**config.mk**
```make
export PLATFORM = sky130hd
export DESIGN_NAME = char_pixel_renderer
export DESIGN_NICKNAME = d
export VERILOG_FILES = /design/src/rtl/vga_game_pkg.sv /design/src/rtl/rect_hit_test.sv /design/src/rtl/char_pixel_renderer.sv
export SDC_FILE = /design/constraint.sdc
export NUM_CORES = 1
export LEC_CHECK = 0
export ABC_CLOCK_PERIOD_IN_PS = 8300
export CORE_MARGIN = 2
export CORE_UTILIZATION = 50
export CTS_BUF_LIST = sky130_fd_sc_hd__clkbuf_16
export DETAILED_ROUTE_END_ITERATION = 8
export PLACE_DENSITY = 0.77
export SLEW_MARGIN = 0
export SYNTH_ARGS = -nofsm -noshare
export SYNTH_HDL_FRONTEND = slang
export SYNTH_SLANG_ARGS = --single-unit
```
**constraint.sdc**
```tcl
create_clock -name clk -period 8.3 [get_ports clk]
set_input_delay 1.66 -clock clk [delete_from_list [all_inputs] [get_ports clk]]
set_output_delay 1.66 -clock clk [all_outputs]
set_load 0.1 [all_outputs]
```
**src/rtl/vga_game_pkg.sv**
```systemverilog
// Shared definitions for the VGA game datapath: screen geometry, coordinate
// and RGB332 colour types, and a few named colours.
package vga_game_pkg;

  localparam int H_ACTIVE = 640;
  localparam int V_ACTIVE = 480;
  localparam int COORD_W  = 10;
  localparam int COLOR_W  = 8;

  typedef logic [COLOR_W-1:0] rgb332_t;
  typedef logic [COORD_W-1:0] coord_t;

  localparam rgb332_t COLOR_BLACK = 8'h00;
  localparam rgb332_t COLOR_WHITE = 8'hFF;

endpackage

```
**src/rtl/rect_hit_test.sv**
```systemverilog
// Combinational point-in-rectangle test shared by object renderers.
// Ports:
//   x, y          pixel coordinate under test
//   rx, ry        rectangle top-left corner
//   rw, rh        rectangle width/height (0 means empty)
//   hit           pixel lies inside the rectangle
//   on_edge       pixel lies on the 1-px border (only with CHAR_OUTLINE_EN)
// Build option: CHAR_OUTLINE_EN adds the on_edge output.
module rect_hit_test
  import vga_game_pkg::*;
(
  input  logic [COORD_W-1:0] x,
  input  logic [COORD_W-1:0] y,
  input  logic [COORD_W-1:0] rx,
  input  logic [COORD_W-1:0] ry,
  input  logic [COORD_W-1:0] rw,
  input  logic [COORD_W-1:0] rh
`ifdef CHAR_OUTLINE_EN
  ,
  output logic               on_edge
`endif
  ,
  output logic               hit
);

  // One extra bit on every sum so a rectangle reaching past 1023 clips
  // instead of wrapping around to column/row 0.
  logic [COORD_W:0] x_e, y_e, x_lo, y_lo, x_end, y_end;

  assign x_e   = {1'b0, x};
  assign y_e   = {1'b0, y};
  assign x_lo  = {1'b0, rx};
  assign y_lo  = {1'b0, ry};
  assign x_end = {1'b0, rx} + {1'b0, rw};
  assign y_end = {1'b0, ry} + {1'b0, rh};

  assign hit = (x_e >= x_lo) && (x_e < x_end) && (y_e >= y_lo) && (y_e < y_end);

`ifdef CHAR_OUTLINE_EN
  logic [COORD_W:0] x_last, y_last;
  assign x_last  = x_end - 11'd1;
  assign y_last  = y_end - 11'd1;
  assign on_edge = hit && ((x_e == x_lo) || (x_e == x_last) ||
                           (y_e == y_lo) || (y_e == y_last));
`endif

endmodule

```
**src/rtl/char_pixel_renderer.sv**
```systemverilog
// Final pixel colour stage for the player character. Latches the character
// rectangle once per frame (tear-free), runs a 2-stage pixel pipeline with
// matching sync delay, and reports the character pixel count of the last
// completed frame.
// Ports:
//   clk, rst                 clock, synchronous active-high reset
//   pix_valid                pixel strobe, pipeline advances only when high
//   frame_start              one-clk pulse at start of vertical blanking
//   pix_x, pix_y             current pixel coordinate
//   video_on_in, hsync_in, vsync_in   raster timing flags
//   char_x/_y/_w/_h, char_color       character rectangle and colour
//   bg_color                 background colour
//   rgb_out                  final RGB332 pixel
//   hsync_out, vsync_out, video_on_out   timing aligned with rgb_out
//   char_hit                 rgb_out pixel belongs to the character
//   hit_count                character pixels drawn in the last frame
// Build option: define CHAR_OUTLINE_EN to draw a 1-px OUTLINE_COLOR border.
module char_pixel_renderer
  import vga_game_pkg::*;
#(
  parameter logic [COLOR_W-1:0] OUTLINE_COLOR = 8'h00,
  parameter int                 COUNT_W       = 16
)(
  input  logic               clk,
  input  logic               rst,
  input  logic               pix_valid,
  input  logic               frame_start,
  input  logic [COORD_W-1:0] pix_x,
  input  logic [COORD_W-1:0] pix_y,
  input  logic               video_on_in,
  input  logic               hsync_in,
  input  logic               vsync_in,
  input  logic [COORD_W-1:0] char_x,
  input  logic [COORD_W-1:0] char_y,
  input  logic [COORD_W-1:0] char_w,
  input  logic [COORD_W-1:0] char_h,
  input  logic [COLOR_W-1:0] char_color,
  input  logic [COLOR_W-1:0] bg_color,
  output logic [COLOR_W-1:0] rgb_out,
  output logic               hsync_out,
  output logic               vsync_out,
  output logic               video_on_out,
  output logic               char_hit,
  output logic [COUNT_W-1:0] hit_count
);

  function automatic logic [COUNT_W-1:0] sat_inc(input logic [COUNT_W-1:0] v,
                                                 input logic               inc);
    if (inc && !(&v)) return v + 1'b1;
    return v;
  endfunction

  function automatic logic [COLOR_W-1:0] select_color(input logic               vid,
                                                      input logic               hit,
                                                      input logic [COLOR_W-1:0] fg,
                                                      input logic [COLOR_W-1:0] bg);
    if (!vid) return '0;
    if (hit)  return fg;
    return bg;
  endfunction

  logic [COORD_W-1:0] sh_x, sh_y, sh_w, sh_h;
  logic [COLOR_W-1:0] sh_col;

  // Shadow copy of the character: only frame_start may change what is drawn.
  // All-zero after reset means an empty rectangle until the first frame_start.
  always_ff @(posedge clk) begin
    if (rst) begin
      sh_x   <= '0;
      sh_y   <= '0;
      sh_w   <= '0;
      sh_h   <= '0;
      sh_col <= '0;
    end else if (frame_start) begin
      sh_x   <= char_x;
      sh_y   <= char_y;
      sh_w   <= char_w;
      sh_h   <= char_h;
      sh_col <= char_color;
    end
  end

  logic hit_c;
  logic hit_p1, vid_p1, hs_p1, vs_p1, edge_p1;

`ifdef CHAR_OUTLINE_EN
  logic edge_c;

  rect_hit_test u_hit (
    .x       (pix_x),
    .y       (pix_y),
    .rx      (sh_x),
    .ry      (sh_y),
    .rw      (sh_w),
    .rh      (sh_h),
    .on_edge (edge_c),
    .hit     (hit_c)
  );

  always_ff @(posedge clk) begin
    if (rst)            edge_p1 <= 1'b0;
    else if (pix_valid) edge_p1 <= edge_c;
  end
`else
  rect_hit_test u_hit (
    .x   (pix_x),
    .y   (pix_y),
    .rx  (sh_x),
    .ry  (sh_y),
    .rw  (sh_w),
    .rh  (sh_h),
    .hit (hit_c)
  );

  // Solid fill: the outline select below folds away to the character colour.
  assign edge_p1 = 1'b0;
`endif

  // ---- stage 1: hit test against shadow rectangle, capture timing ----
  always_ff @(posedge clk) begin
    if (rst) begin
      hit_p1 <= 1'b0;
      vid_p1 <= 1'b0;
      hs_p1  <= 1'b0;
      vs_p1  <= 1'b0;
    end else if (pix_valid) begin
      hit_p1 <= hit_c;
      vid_p1 <= video_on_in;
      hs_p1  <= hsync_in;
      vs_p1  <= vsync_in;
    end
  end

  logic [COLOR_W-1:0] fg_p1;
  assign fg_p1 = edge_p1 ? OUTLINE_COLOR : sh_col;

  // ---- stage 2: colour select and aligned timing outputs ----
  always_ff @(posedge clk) begin
    if (rst) begin
      rgb_out      <= '0;
      char_hit     <= 1'b0;
      hsync_out    <= 1'b0;
      vsync_out    <= 1'b0;
      video_on_out <= 1'b0;
    end else if (pix_valid) begin
      rgb_out      <= select_color(vid_p1, hit_p1, fg_p1, bg_color);
      char_hit     <= hit_p1 && vid_p1;
      hsync_out    <= hs_p1;
      vsync_out    <= vs_p1;
      video_on_out <= vid_p1;
    end
  end

  // A hit registered in the same cycle as frame_start belongs to the frame
  // that is ending, so it is folded into hit_count rather than the new count.
  logic               hit_inc;
  logic [COUNT_W-1:0] acc;

  assign hit_inc = pix_valid && hit_p1 && vid_p1;

  always_ff @(posedge clk) begin
    if (rst) begin
      acc       <= '0;
      hit_count <= '0;
    end else if (frame_start) begin
      hit_count <= sat_inc(acc, hit_inc);
      acc       <= '0;
    end else begin
      acc       <= sat_inc(acc, hit_inc);
    end
  end

endmodule

```
==> run summary <==
=================================================================================================
Clk Latency, worst-skew pair                                                              0.34 ns
Total of flip-flops plus latches after synthesis                                               96
Net count after synthesis                                                                     711
Final cell utilization of the core                                                         65.29%
Total CTS buffers                                                                               9
EDFF count, synth                                                                               0
Slowest stage cell on the critical path                                              clkdlybuf4s50_1
Clock slew at the register clock pins of the worst setup and hold paths                   0.07 ns
WL final                                                                                11,730 um
Floorplan row count                                                                            37
Worst r2r path cells                                                                           14
Drt pass-1 iters                                                                                5
Worst path bufs/invs                                                                            1
Worst IR drop on VDD                                                                   0.09341 mV
Category of the worst setup path capture point                                         output pin
Post-synthesis instance total                                                                 567
Root cell of the clock tree                                                             clkbuf_16
Detailed-route wire length per cell                                                      14.55 um
Share of flip-flops with an asynchronous set or reset after synthesis                          0%
Post-CTS Setup Repair Bufs                                                                      0
Number of slew-limit violations in the final report                                             0
DP Worst Slack                                                                           4.531 ns
CP arrival                                                                                1.86 ns
Filler Cells Inserted                                                                         903
Number of max-cap violations                                                                    0
Worst Path Required                                                                       6.64 ns
Stage delay of the slowest cell on the critical path                                      1.16 ns
Path length in cells of the critical path                                                       1
Critical path class                                                                       reg2out
Global routing's busiest layer                                                               met2
Area growth syn-to-layout                                                                  27.51%
Power density over cell area                                                         167.1 nW/um2
Startpoint kind of the worst setup timing path                                           register
Vias in the first global route                                                              4,330
Aggregate global routing overflow                                                               0
Post-layout worst setup margin                                                           4.781 ns
Post-route insts no fill                                                                      806
Remaining max-slew budget at the tightest pin                                              22.59%
Fraction of final layout cells sized beyond drive strength 1                               5.821%
Ys flop type                                                                              dfxtp_1
Total standard cell area after synthesis                                                 5263 um2
Count of cells along the worst hold path                                                        2
Number of I/O port buffers                                                                    110
Die Span X                                                                               106.6 um
Sequence of cells on the critical path                                               clkdlybuf4s50_1
Number of placed cells counting well taps                                                     790
Synthesized area per cell                                                               9.281 um2
TNS Setup                                                                                    0 ns
Core Box Area                                                                          10,280 um2
Number of distinct library cell variants in the gate-level netlist after synthesis             52
GPL Wtd Cong                                                                               0.8723
Total track usage                                                                          21.29%
HPWL after detailed placement                                                             8791 um
Diode insertion count for antenna repair                                                        0
Via count normalized by instance count                                                      5.311
Ports                                                                                         111
Most common cell after layout, fill and taps aside                                         nor2_1
DRC violations left                                                                             0
Critical Path Fanout Max                                                                        2
GR Layer Usage met1                                                                        26.84%
Highest achievable clock rate                                                           284.2 MHz
Number of antenna-violating nets in the routed design                                           0
Global-route wire length before repair                                                  19,780 um
Share of the cycle needed by the critical path after routing                               42.40%
Vertical die dimension                                                                   106.6 um
1st-iter DRT viols                                                                            180
Minimum period implied by the final worst setup slack                                    3.519 ns
Most frequent cells in the layout                                                    nor2_1, clkdlybuf4s50_1, dfxtp_1, ha_1, mux2i_1
Initial Utilization                                                                        51.21%
Syn. warnings                                                                                   0
Final net count                                                                               809
Number of endpoints with negative hold slack in the final report                                0
Sinks on Clock Net                                                                             96
Result of the run                                                                       completed
Multi-input gate area                                                                    3147 um2
Count of cells resized by post-cts repair                                                       0
Maximum count of clock buffers along a single path                                              2
Count of final setup violators                                                                  0
FF/Latch Area                                                                            1922 um2
CTS tree                                                                                      yes
Static leakage power                                                                     2.848 nW
Share of the yosys chip area belonging to registers                                        36.52%
Largest net degree at the start of global routing                                              83
Smallest hold slack                                                                     0.4880 ns
Slew at the pin closest to its max-slew limit                                            1.161 ns
Unrepaired setup endpoints after global routing                                             false
Path type of the worst min-delay path                                                     reg2reg
Global-route track usage on met3                                                           4.559%
Die area                                                                               11,360 um2
Cts hold-fix bufs                                                                               0
Via total after detailed routing                                                            4,281
Worst path top cell family by delay                                                  buffers and inverters
Clock Skews                                                                            0.01089 ns
Met2 Use GR                                                                                36.53%
Antenna violations before repair                                                                0
# H-tree levels                                                                                 3
=================================================================================================
where the power goes:
part	switching (W)	internal (W)
Sequential	0.0000148	0.000481
Combinational	0.000128	0.000110
Clock	0.000182	0.000206
Total	0.000325	0.000797
cell type report:
class / instances / share of cell area [%]
inverters: 24 / 1.343
clock buffers: 9 / 3.356
well taps: 136 / 2.536
clock inverters: 7 / 0.8204
flip-flops and latches: 96 / 28.64
multi-input cells: 423 / 46.90
repair buffers: 111 / 16.41
per-layer routing:
metal | vias up | share of wire (%)
li1 | 2196 | -
met1 | 1979 | 47
met2 | 90 | 47
met3 | 16 | 5.0
met4 | 0 | 1.7
met5 | - | 0
worst register-to-register path: stages, from the launching register on:
cell	delay, ns
dfxtp_1	0.33
ha_1	0.23
fa_1	0.43
a211oi_1	0.24
nor2_1	0.10
o221ai_1	0.30
nand2b_1	0.09
a21oi_1	0.18
xor2_1	0.17
ha_1	0.27
a21o_1	0.18
a21o_1	0.17
a41oi_1	0.18
nor3_1	0.09
o32ai_1	0.21
logic make-up after synthesis:
family                     share of synthesized area (%)
muxes                                              11.98
and+or+nand+nor                                    15.10
buffers and inverters                              3.685
adders and majority gates                          14.79
DFF                                                36.52
AOI/OAI and AO/OA                                  13.27
xor gates and xnor gates                           4.660
cells in the mapped netlist (all sizes together), types with 6 or more instances:
master / number / area share, %
xnor2: 11 / 1.8
buf: 7 / 0.76
xor2: 17 / 2.8
a21oi: 18 / 1.7
a21o: 10 / 1.4
nor3: 9 / 1.1
mux2i: 54 / 10
a211oi: 19 / 3.0
clkbuf: 17 / 1.2
ha: 59 / 14
mux2: 8 / 1.7
nand2: 16 / 1.2
nand2b: 6 / 0.71
dfxtp: 96 / 37
a22oi: 8 / 1.1
inv: 24 / 1.7
and2: 6 / 0.76
nor2: 109 / 7.8
nand3: 12 / 1.1
o21ai: 18 / 1.8
state kept, by name, summed over array words and instances (netlist names), 8 cells and up:
register,count
acc,16
sh_x,10
hit_count,16
sh_h,10
rgb_out,8
sh_w,10
sh_y,10
fg_p1,8
path summary, 6_finish.rpt:
| path | start | slack, ns | endpoint |
|---|---|---|---|
| worst max register to register | sh_x[0]$_SDFFE_PP0P_ | 5.06 | hit_p1$_SDFFE_PP0P_ |
| worst min-delay path | hit_count[5]$_SDFFE_PP0P_ | 0.49 | hit_count[5]$_SDFFE_PP0P_ |
| worst min register to register | hit_count[5]$_SDFFE_PP0P_ | 0.49 | hit_count[5]$_SDFFE_PP0P_ |
| worst max-delay path | vsync_out$_SDFFE_PP0P_ | 4.78 | vsync_out |
stage by stage:
step                area [um2]  total power, W
CTS                       6710        0.001133
detailed placement        6430       0.0007430
finish                    6710        0.001121
floorplan                 5263       0.0006612
global placement          6430       0.0007335
global route              6710        0.001182
Power figures use the tool's default switching activity.
